--- src/rtl/if_fetch_queue_pkg.sv ---
// rtl/if_fetch_queue_pkg.sv - shared parameters and types for the IF fetch queue
package if_fetch_queue_pkg;

  localparam int FQ_DEPTH = 4;
  localparam int FQ_AW    = 32;
  localparam int FQ_IW    = 32;

  typedef enum logic [1:0] {
    RSP_NONE,
    RSP_DROP,
    RSP_FILL
  } rsp_act_e;

  // Pointer width carries one extra wrap bit so full and empty are distinguishable.
  function automatic int ptr_w(input int depth);
    return $clog2(depth) + 1;
  endfunction

endpackage

--- src/rtl/if_fetch_queue_if.sv ---
// rtl/if_fetch_queue_if.sv - imem request/response and ID-stage handshake bundle
interface if_fetch_queue_if
  import if_fetch_queue_pkg::*;
#(
  parameter int AW = FQ_AW,
  parameter int IW = FQ_IW
);

  logic          imem_req;
  logic [AW-1:0] imem_addr;
  logic          imem_gnt;
  logic          imem_rvalid;
  logic [IW-1:0] imem_rdata;
  logic          id_valid;
  logic [AW-1:0] id_pc;
  logic [IW-1:0] id_inst;
  logic          id_ready;

  modport master (
    output imem_req, imem_addr,
    input  imem_gnt, imem_rvalid, imem_rdata,
    output id_valid, id_pc, id_inst,
    input  id_ready
  );

  modport slave (
    input  imem_req, imem_addr,
    output imem_gnt, imem_rvalid, imem_rdata,
    input  id_valid, id_pc, id_inst,
    output id_ready
  );

endinterface

--- src/rtl/if_fetch_queue_fq_entry_array.sv ---
// rtl/if_fetch_queue_fq_entry_array.sv - DEPTH x {pc, inst, done} storage for the fetch queue
module fq_entry_array
  import if_fetch_queue_pkg::*;
#(
  parameter int DEPTH = FQ_DEPTH,
  parameter int AW    = FQ_AW,
  parameter int IW    = FQ_IW
) (
  input  logic                     cpu_clk,
  input  logic                     cpu_rst,
  input  logic                     alloc_en,
  input  logic [$clog2(DEPTH)-1:0] alloc_idx,
  input  logic [AW-1:0]            alloc_pc,
  input  logic                     fill_en,
  input  logic [$clog2(DEPTH)-1:0] fill_idx,
  input  logic [IW-1:0]            fill_inst,
  input  logic                     clear_done,
  input  logic [$clog2(DEPTH)-1:0] head_idx,
  output logic [AW-1:0]            head_pc,
  output logic [IW-1:0]            head_inst,
  output logic                     head_done
);

  logic [AW-1:0]    pc_q   [DEPTH];
  logic [IW-1:0]    inst_q [DEPTH];
  logic [DEPTH-1:0] done_q;

  // Alloc and fill never target the same slot: fill only runs with pend!=0, alloc needs live<DEPTH.
  always_ff @(posedge cpu_clk or posedge cpu_rst) begin
    if (cpu_rst) begin
      for (int i = 0; i < DEPTH; i++) begin
        pc_q[i]   <= '0;
        inst_q[i] <= '0;
      end
      done_q <= '0;
    end else begin
      if (clear_done) begin
        done_q <= '0;
      end
      if (alloc_en) begin
        pc_q[alloc_idx]   <= alloc_pc;
        done_q[alloc_idx] <= 1'b0;
      end
      if (fill_en) begin
        inst_q[fill_idx] <= fill_inst;
        done_q[fill_idx] <= 1'b1;
      end
    end
  end

  assign head_pc   = pc_q[head_idx];
  assign head_inst = inst_q[head_idx];
  assign head_done = done_q[head_idx];

endmodule

--- src/rtl/if_fetch_queue.sv ---
// rtl/if_fetch_queue.sv - in-order imem fetch issue and {pc,inst} buffer feeding the ID stage
module if_fetch_queue
  import if_fetch_queue_pkg::*;
#(
  parameter int DEPTH = FQ_DEPTH,
  parameter int AW    = FQ_AW,
  parameter int IW    = FQ_IW
) (
  input  logic          cpu_clk,
  input  logic          cpu_rst,
  input  logic [AW-1:0] pc,
  input  logic          pc_valid,
  output logic          fetch_stall,
  input  logic          flush,
  if_fetch_queue_if.master fq
);

  localparam int IXW = $clog2(DEPTH);
  localparam int PW  = ptr_w(DEPTH);

  logic [PW-1:0] head, rsp, tail, drop_cnt;
  logic [PW-1:0] live, pend;
  logic [PW:0]   used;
  logic          credit, issue, pop;
  rsp_act_e      rsp_act;
  logic          head_done;

  assign live = tail - head;
  assign pend = tail - rsp;

  // Responses owed to flushed requests still count against credit until they drain.
  assign used   = {1'b0, live} + {1'b0, drop_cnt};
  assign credit = used < (PW+1)'(DEPTH);

  assign fq.imem_req  = ~cpu_rst & pc_valid & credit & ~flush;
  assign fq.imem_addr = pc;
  assign issue        = fq.imem_req & fq.imem_gnt;
  assign fetch_stall  = ~cpu_rst & pc_valid & ~issue & ~flush;

  assign fq.id_valid = (live != '0) & head_done;
  assign pop         = fq.id_valid & fq.id_ready & ~flush;

  always_comb begin
    rsp_act = RSP_NONE;
    if (fq.imem_rvalid) begin
      if (drop_cnt != '0) begin
        rsp_act = RSP_DROP;
      end else if (pend != '0) begin
        rsp_act = RSP_FILL;
      end
    end
  end

  always_ff @(posedge cpu_clk or posedge cpu_rst) begin
    if (cpu_rst) begin
      head     <= '0;
      rsp      <= '0;
      tail     <= '0;
      drop_cnt <= '0;
    end else if (flush) begin
      // Everything in flight becomes a drop, less the response landing this very cycle.
      head     <= tail;
      rsp      <= tail;
      drop_cnt <= drop_cnt + pend - PW'(rsp_act != RSP_NONE);
    end else begin
      if (issue) begin
        tail <= tail + PW'(1);
      end
      if (pop) begin
        head <= head + PW'(1);
      end
      case (rsp_act)
        RSP_DROP: drop_cnt <= drop_cnt - PW'(1);
        RSP_FILL: rsp      <= rsp + PW'(1);
        default:  ;
      endcase
    end
  end

  fq_entry_array #(
    .DEPTH (DEPTH),
    .AW    (AW),
    .IW    (IW)
  ) u_entries (
    .cpu_clk    (cpu_clk),
    .cpu_rst    (cpu_rst),
    .alloc_en   (issue),
    .alloc_idx  (tail[IXW-1:0]),
    .alloc_pc   (pc),
    .fill_en    ((rsp_act == RSP_FILL) & ~flush),
    .fill_idx   (rsp[IXW-1:0]),
    .fill_inst  (fq.imem_rdata),
    .clear_done (flush),
    .head_idx   (head[IXW-1:0]),
    .head_pc    (fq.id_pc),
    .head_inst  (fq.id_inst),
    .head_done  (head_done)
  );

  a_no_orphan_rsp: assert property (@(posedge cpu_clk) disable iff (cpu_rst)
    !(fq.imem_rvalid && pend == '0 && drop_cnt == '0));

endmodule

--- src/flat_wrapper.sv ---
// flat-port wrapper written by rule: the top's interface ports become plain ports
module if_fetch_queue_flat import if_fetch_queue_pkg::*;
#(
  parameter int DEPTH = FQ_DEPTH,
  parameter int AW    = FQ_AW,
  parameter int IW    = FQ_IW
)
  (cpu_clk, cpu_rst, pc, pc_valid, fetch_stall, flush, fq_imem_req, fq_imem_addr, fq_imem_gnt, fq_imem_rvalid, fq_imem_rdata, fq_id_valid, fq_id_pc, fq_id_inst, fq_id_ready);
  if_fetch_queue_if #(.AW(AW), .IW(IW)) fq_i ();
  input  logic cpu_clk;
  input  logic cpu_rst;
  input  logic [AW-1:0] pc;
  input  logic pc_valid;
  output logic fetch_stall;
  input  logic flush;
  output wire logic [$bits(fq_i.imem_req)-1:0] fq_imem_req;
  output wire logic [$bits(fq_i.imem_addr)-1:0] fq_imem_addr;
  input wire logic [$bits(fq_i.imem_gnt)-1:0] fq_imem_gnt;
  input wire logic [$bits(fq_i.imem_rvalid)-1:0] fq_imem_rvalid;
  input wire logic [$bits(fq_i.imem_rdata)-1:0] fq_imem_rdata;
  output wire logic [$bits(fq_i.id_valid)-1:0] fq_id_valid;
  output wire logic [$bits(fq_i.id_pc)-1:0] fq_id_pc;
  output wire logic [$bits(fq_i.id_inst)-1:0] fq_id_inst;
  input wire logic [$bits(fq_i.id_ready)-1:0] fq_id_ready;
  assign fq_imem_req = fq_i.imem_req;
  assign fq_imem_addr = fq_i.imem_addr;
  assign fq_i.imem_gnt = fq_imem_gnt;
  assign fq_i.imem_rvalid = fq_imem_rvalid;
  assign fq_i.imem_rdata = fq_imem_rdata;
  assign fq_id_valid = fq_i.id_valid;
  assign fq_id_pc = fq_i.id_pc;
  assign fq_id_inst = fq_i.id_inst;
  assign fq_i.id_ready = fq_id_ready;
  if_fetch_queue #(.DEPTH(DEPTH), .AW(AW), .IW(IW)) u_core (.cpu_clk(cpu_clk), .cpu_rst(cpu_rst), .pc(pc), .pc_valid(pc_valid), .fetch_stall(fetch_stall), .flush(flush), .fq(fq_i));
endmodule
--- config.mk ---
export PLATFORM = sky130hd
export DESIGN_NAME = if_fetch_queue_flat
export DESIGN_NICKNAME = d
export VERILOG_FILES = /design/src/rtl/if_fetch_queue_pkg.sv /design/src/rtl/if_fetch_queue_if.sv /design/src/rtl/if_fetch_queue_fq_entry_array.sv /design/src/rtl/if_fetch_queue.sv /design/src/flat_wrapper.sv
export SDC_FILE = /design/constraint.sdc
export NUM_CORES = 1
export LEC_CHECK = 0
export BUFFER_PORTS_ARGS = -buffer_cell sky130_fd_sc_hd__buf_2
export CORE_UTILIZATION = 55
export CTS_BUF_LIST = sky130_fd_sc_hd__clkbuf_8
export DETAILED_ROUTE_END_ITERATION = 7
export GPL_TIMING_DRIVEN = 0
export PLACE_DENSITY = 0.76
export SETUP_SLACK_MARGIN = 0.5
export SYNTH_ARGS = -nofsm -noshare
export SYNTH_HDL_FRONTEND = slang
export SYNTH_SLANG_ARGS = --single-unit
export TNS_END_PERCENT = 50
--- constraint.sdc ---
create_clock -name cpu_clk -period 13.9 [get_ports cpu_clk]
set_input_delay 2.78 -clock cpu_clk [delete_from_list [all_inputs] [get_ports cpu_clk]]
set_output_delay 2.78 -clock cpu_clk [all_outputs]
set_load 0.02 [all_outputs]
==> impl_metrics.ini <==
[run_status]
status = finished with violations
violations = DRC

[timing]
fmax_ghz = 0.1413
rsz0062_at_grt = false
slew-limit-headroom = 0.3789
slew_violations = 0
min_period_ns = 7.076
tightest_slew_ns = 0.9317
final.setup.tns_ns = 0
setup_viol = 0
finalClockSkew_ns = 0.02010
fin_crit_sh = 0.5090
timing_hold_violations_final = 0

[drt]
drt-initial-drc-count = 273
routed_wl_mm = 24.31
ant_nets = 0
wl_per_cell_microns = 18.57
drc = 16
vias = 7241
vias_per_cell = 5.532
dr.pass1.iters = 8

[critical_path]
crit_path_end_kind = output port
crit_fanout = 8
critical_path_class = in -> out
cp_data_required_time_ns = 11.12
worstSetupStartpointType = input pin
cp.arrival_ns = 4.30

[floorplanning]
start_util = 0.5670
die_w_microns = 152.7
pin_count = 170
core-area_sq_um = 22030
die_height_microns = 152.7
fp.dieArea_sq_um = 23310
floorplan.rows = 54

[clock_tree]
htreeDepth = 2
cts_buffer_depth = 3
worstSkewPairLatency_ns = 0.54
clk_pin_slew_worst_paths_ns = 0.06
tritoncts = yes
holdBufCountCts = 0
cts_setup_buffers = 0
clock_sinks = 272
cts_made_buffers = 45
cts_root_buffer = clkbuf_8
postCtsResizedCells = 0

[power]
vdd_drop_max_mv = 0.1223
leakagePower_uw = 0.007496
power.internal_uw = 2101
pwr-share-seq = 0.411
switching_share = 0.3207
power_frac_comb = 0.369
p_per_area_nw_per_um2 = 211.0
clkPwrFrac = 0.220
p_sw_uw = 991.9

[place]
io_buffer_count = 169
dp.final_hpwl_mm = 16.27
dpl-instance-area_sq_um = 13750
place_congestion = 0.7578
place_inst = 1225

[final_layout]
final_cells = 1309
seq_area_sq_um = 6807
fillers = 1623
area_delta_synth_final_pct = 17.35
nets = 1084
final_layout_size_suffix_gt1_frac = 0.6076
multi_input_area_sq_um = 5167
fin_area_sq_um = 14660

[synth]
syn-cell-area_sq_um = 12490
yosys_register_bits = 272
ys_seq_area_frac = 0.5450
synth_warnings = 0
synthCells = 774
synth_enable_flop_cells = 0
synthArstFlopShare = 1.000
syn_area_per_cell_sq_um = 16.14
synth-main-ff-cell = dfrtp_1
syn-num-nets = 866
synth.distinct_cells = 42

[global_route]
grt_pass1_vias = 7773
grt_antenna_before_repair = 1
grt-ovfl-total = 0
grt_pass1_wl_mm = 40.57
grt_max_degree = 113
grt_use_total = 0.2197

[run]
drv_cap = 0

[worst_hold_path]
min_path_type = reg -> reg
[state kept, by name, indices dropped and copies added, names as in the netlist]
| signal | cells |
|---|---|
| u_core.u_entries.done_q | 4 |
| u_core.head | 3 |
| u_core.u_entries.pc_q | 128 |
| u_core.tail | 3 |
| u_core.u_entries.inst_q | 128 |
| u_core.drop_cnt | 3 |
| u_core.rsp | 3 |
[routing by layer]
metal,up-vias,track usage,share of wire
li1,3282,-,-
met1,3737,0.2931,0.43
met2,188,0.3665,0.50
met3,34,0.04977,0.060
met4,0,0.05580,0.014
met5,-,0,0
[power by group through the flow]
| stage | registers (uW) | logic [uW] | clock network, uW |
|---|---|---|---|
| 6_report | 1270 | 1140 | 679 |
| 3_3_place_gp | 1270 | 1130 | 0 |
| 3_5_place_dp | 1280 | 1160 | 0 |
| 4_1_cts | 1270 | 1160 | 699 |
| 2_1_floorplan | 1230 | 898 | 0 |
| 5_1_grt | 1310 | 1250 | 735 |
[cell usage in the layout, fill, tap and decap left out, types with 2 or more instances in the layout]
master,instances
diode_2,2
buf_1,3
clkbuf_1,11
dfrtp_1,272
mux4_2,65
and3b_1,2
buf_6,3
a32o_1,2
nor4b_1,2
xnor2_1,7
o21a_1,2
buf_2,194
ha_1,18
nand2_2,3
fa_1,3
clkbuf_8,59
mux2_2,258
nand3_1,2
inv_1,34
a21oi_1,3
o21ai_0,8
a21o_1,3
buf_16,2
buf_4,33
mux2i_1,3
nand2b_1,2
nand2_1,11
a31o_2,2
[worst max-delay path, cell delays in order]
cell	delay, ns
buf_2	0.15
or4_4	0.56
nor4_4	0.52
nor4b_1	0.10
buf_2	0.18
[per-stage QoR]
stage	worst slack (ns)	hold slack [ns]	power [uW]	util
floorplan	3.625	0.4738	2129	-
global placement	0.4567	0.4811	2399	0.6213
detailed placement	6.807	0.4872	2440	0.6242
CTS	6.800	0.4998	3132	0.6652
global route	6.674	0.5106	3295	0.6652
finish	6.824	0.4977	3092	0.6654
[cell type report]
type | instances | share of cell area
Antenna cell | 2 | 0.0003415
Buffer | 75 | 0.03133
Clock buffer | 59 | 0.05540
Clock inverter | 23 | 0.006232
Inverter | 15 | 0.004354
Multi-Input combinational cell | 412 | 0.3526
Sequential cell | 272 | 0.4644
Tap cell | 280 | 0.02390
Timing Repair Buffer | 171 | 0.06146
[path summary, 6_finish.rpt]
kind,start,to,slack [ns],depth (start not counted)
setup / recovery,flush,fetch_stall,6.82,5
hold / removal,u_core.u_entries.inst_q[49],u_core.u_entries.inst_q[49],0.50,1
setup reg to reg,u_core.head[1],u_core.u_entries.pc_q[74],9.54,11
hold reg to reg,u_core.u_entries.inst_q[49],u_core.u_entries.inst_q[49],0.50,1
max in group asynchronous,cpu_rst,u_core.u_entries.inst_q[116],10.66,3
min in group asynchronous,cpu_rst,u_core.u_entries.pc_q[119],2.31,2
[cell families (layout without fill, tap and decap cells)]
logic type / count (synthesis) / in the layout / share of synthesized area
mux: 326 / 326 / 0.3522
fa+ha+maj: 21 / 21 / 0.02284
simple gates: 27 / 27 / 0.01353
xor+xnor: 10 / 10 / 0.009317
compound gates: 28 / 28 / 0.01583
buf+inv: 90 / 343 / 0.04127
other cells: 0 / 2 / 0
flops: 272 / 272 / 0.5450
[cells in the mapped netlist (2+ instances only)]
library cell | number | area, sq um
a32o_1 | 2 | 20.02
nor4b_1 | 2 | 17.52
nand2b_1 | 2 | 12.51
mux2i_1 | 3 | 30.03
mux4_2 | 65 | 1464
nand3_1 | 2 | 10.01
buf_4 | 33 | 247.7
and3b_1 | 2 | 17.52
dfrtp_1 | 272 | 6807
a21o_1 | 3 | 22.52
xnor2_1 | 7 | 61.31
clkbuf_1 | 11 | 41.29
nand2_2 | 3 | 18.77
buf_1 | 3 | 11.26
ha_1 | 18 | 225.2
buf_2 | 25 | 125.1
inv_1 | 14 | 52.55
o21ai_0 | 8 | 40.04
mux2_2 | 258 | 2905
nand2_1 | 11 | 41.29
buf_6 | 3 | 33.78
a31o_2 | 2 | 17.52
fa_1 | 3 | 60.06
a21oi_1 | 3 | 15.01
o21a_1 | 2 | 15.01
(Power assumes the default switching activity.)
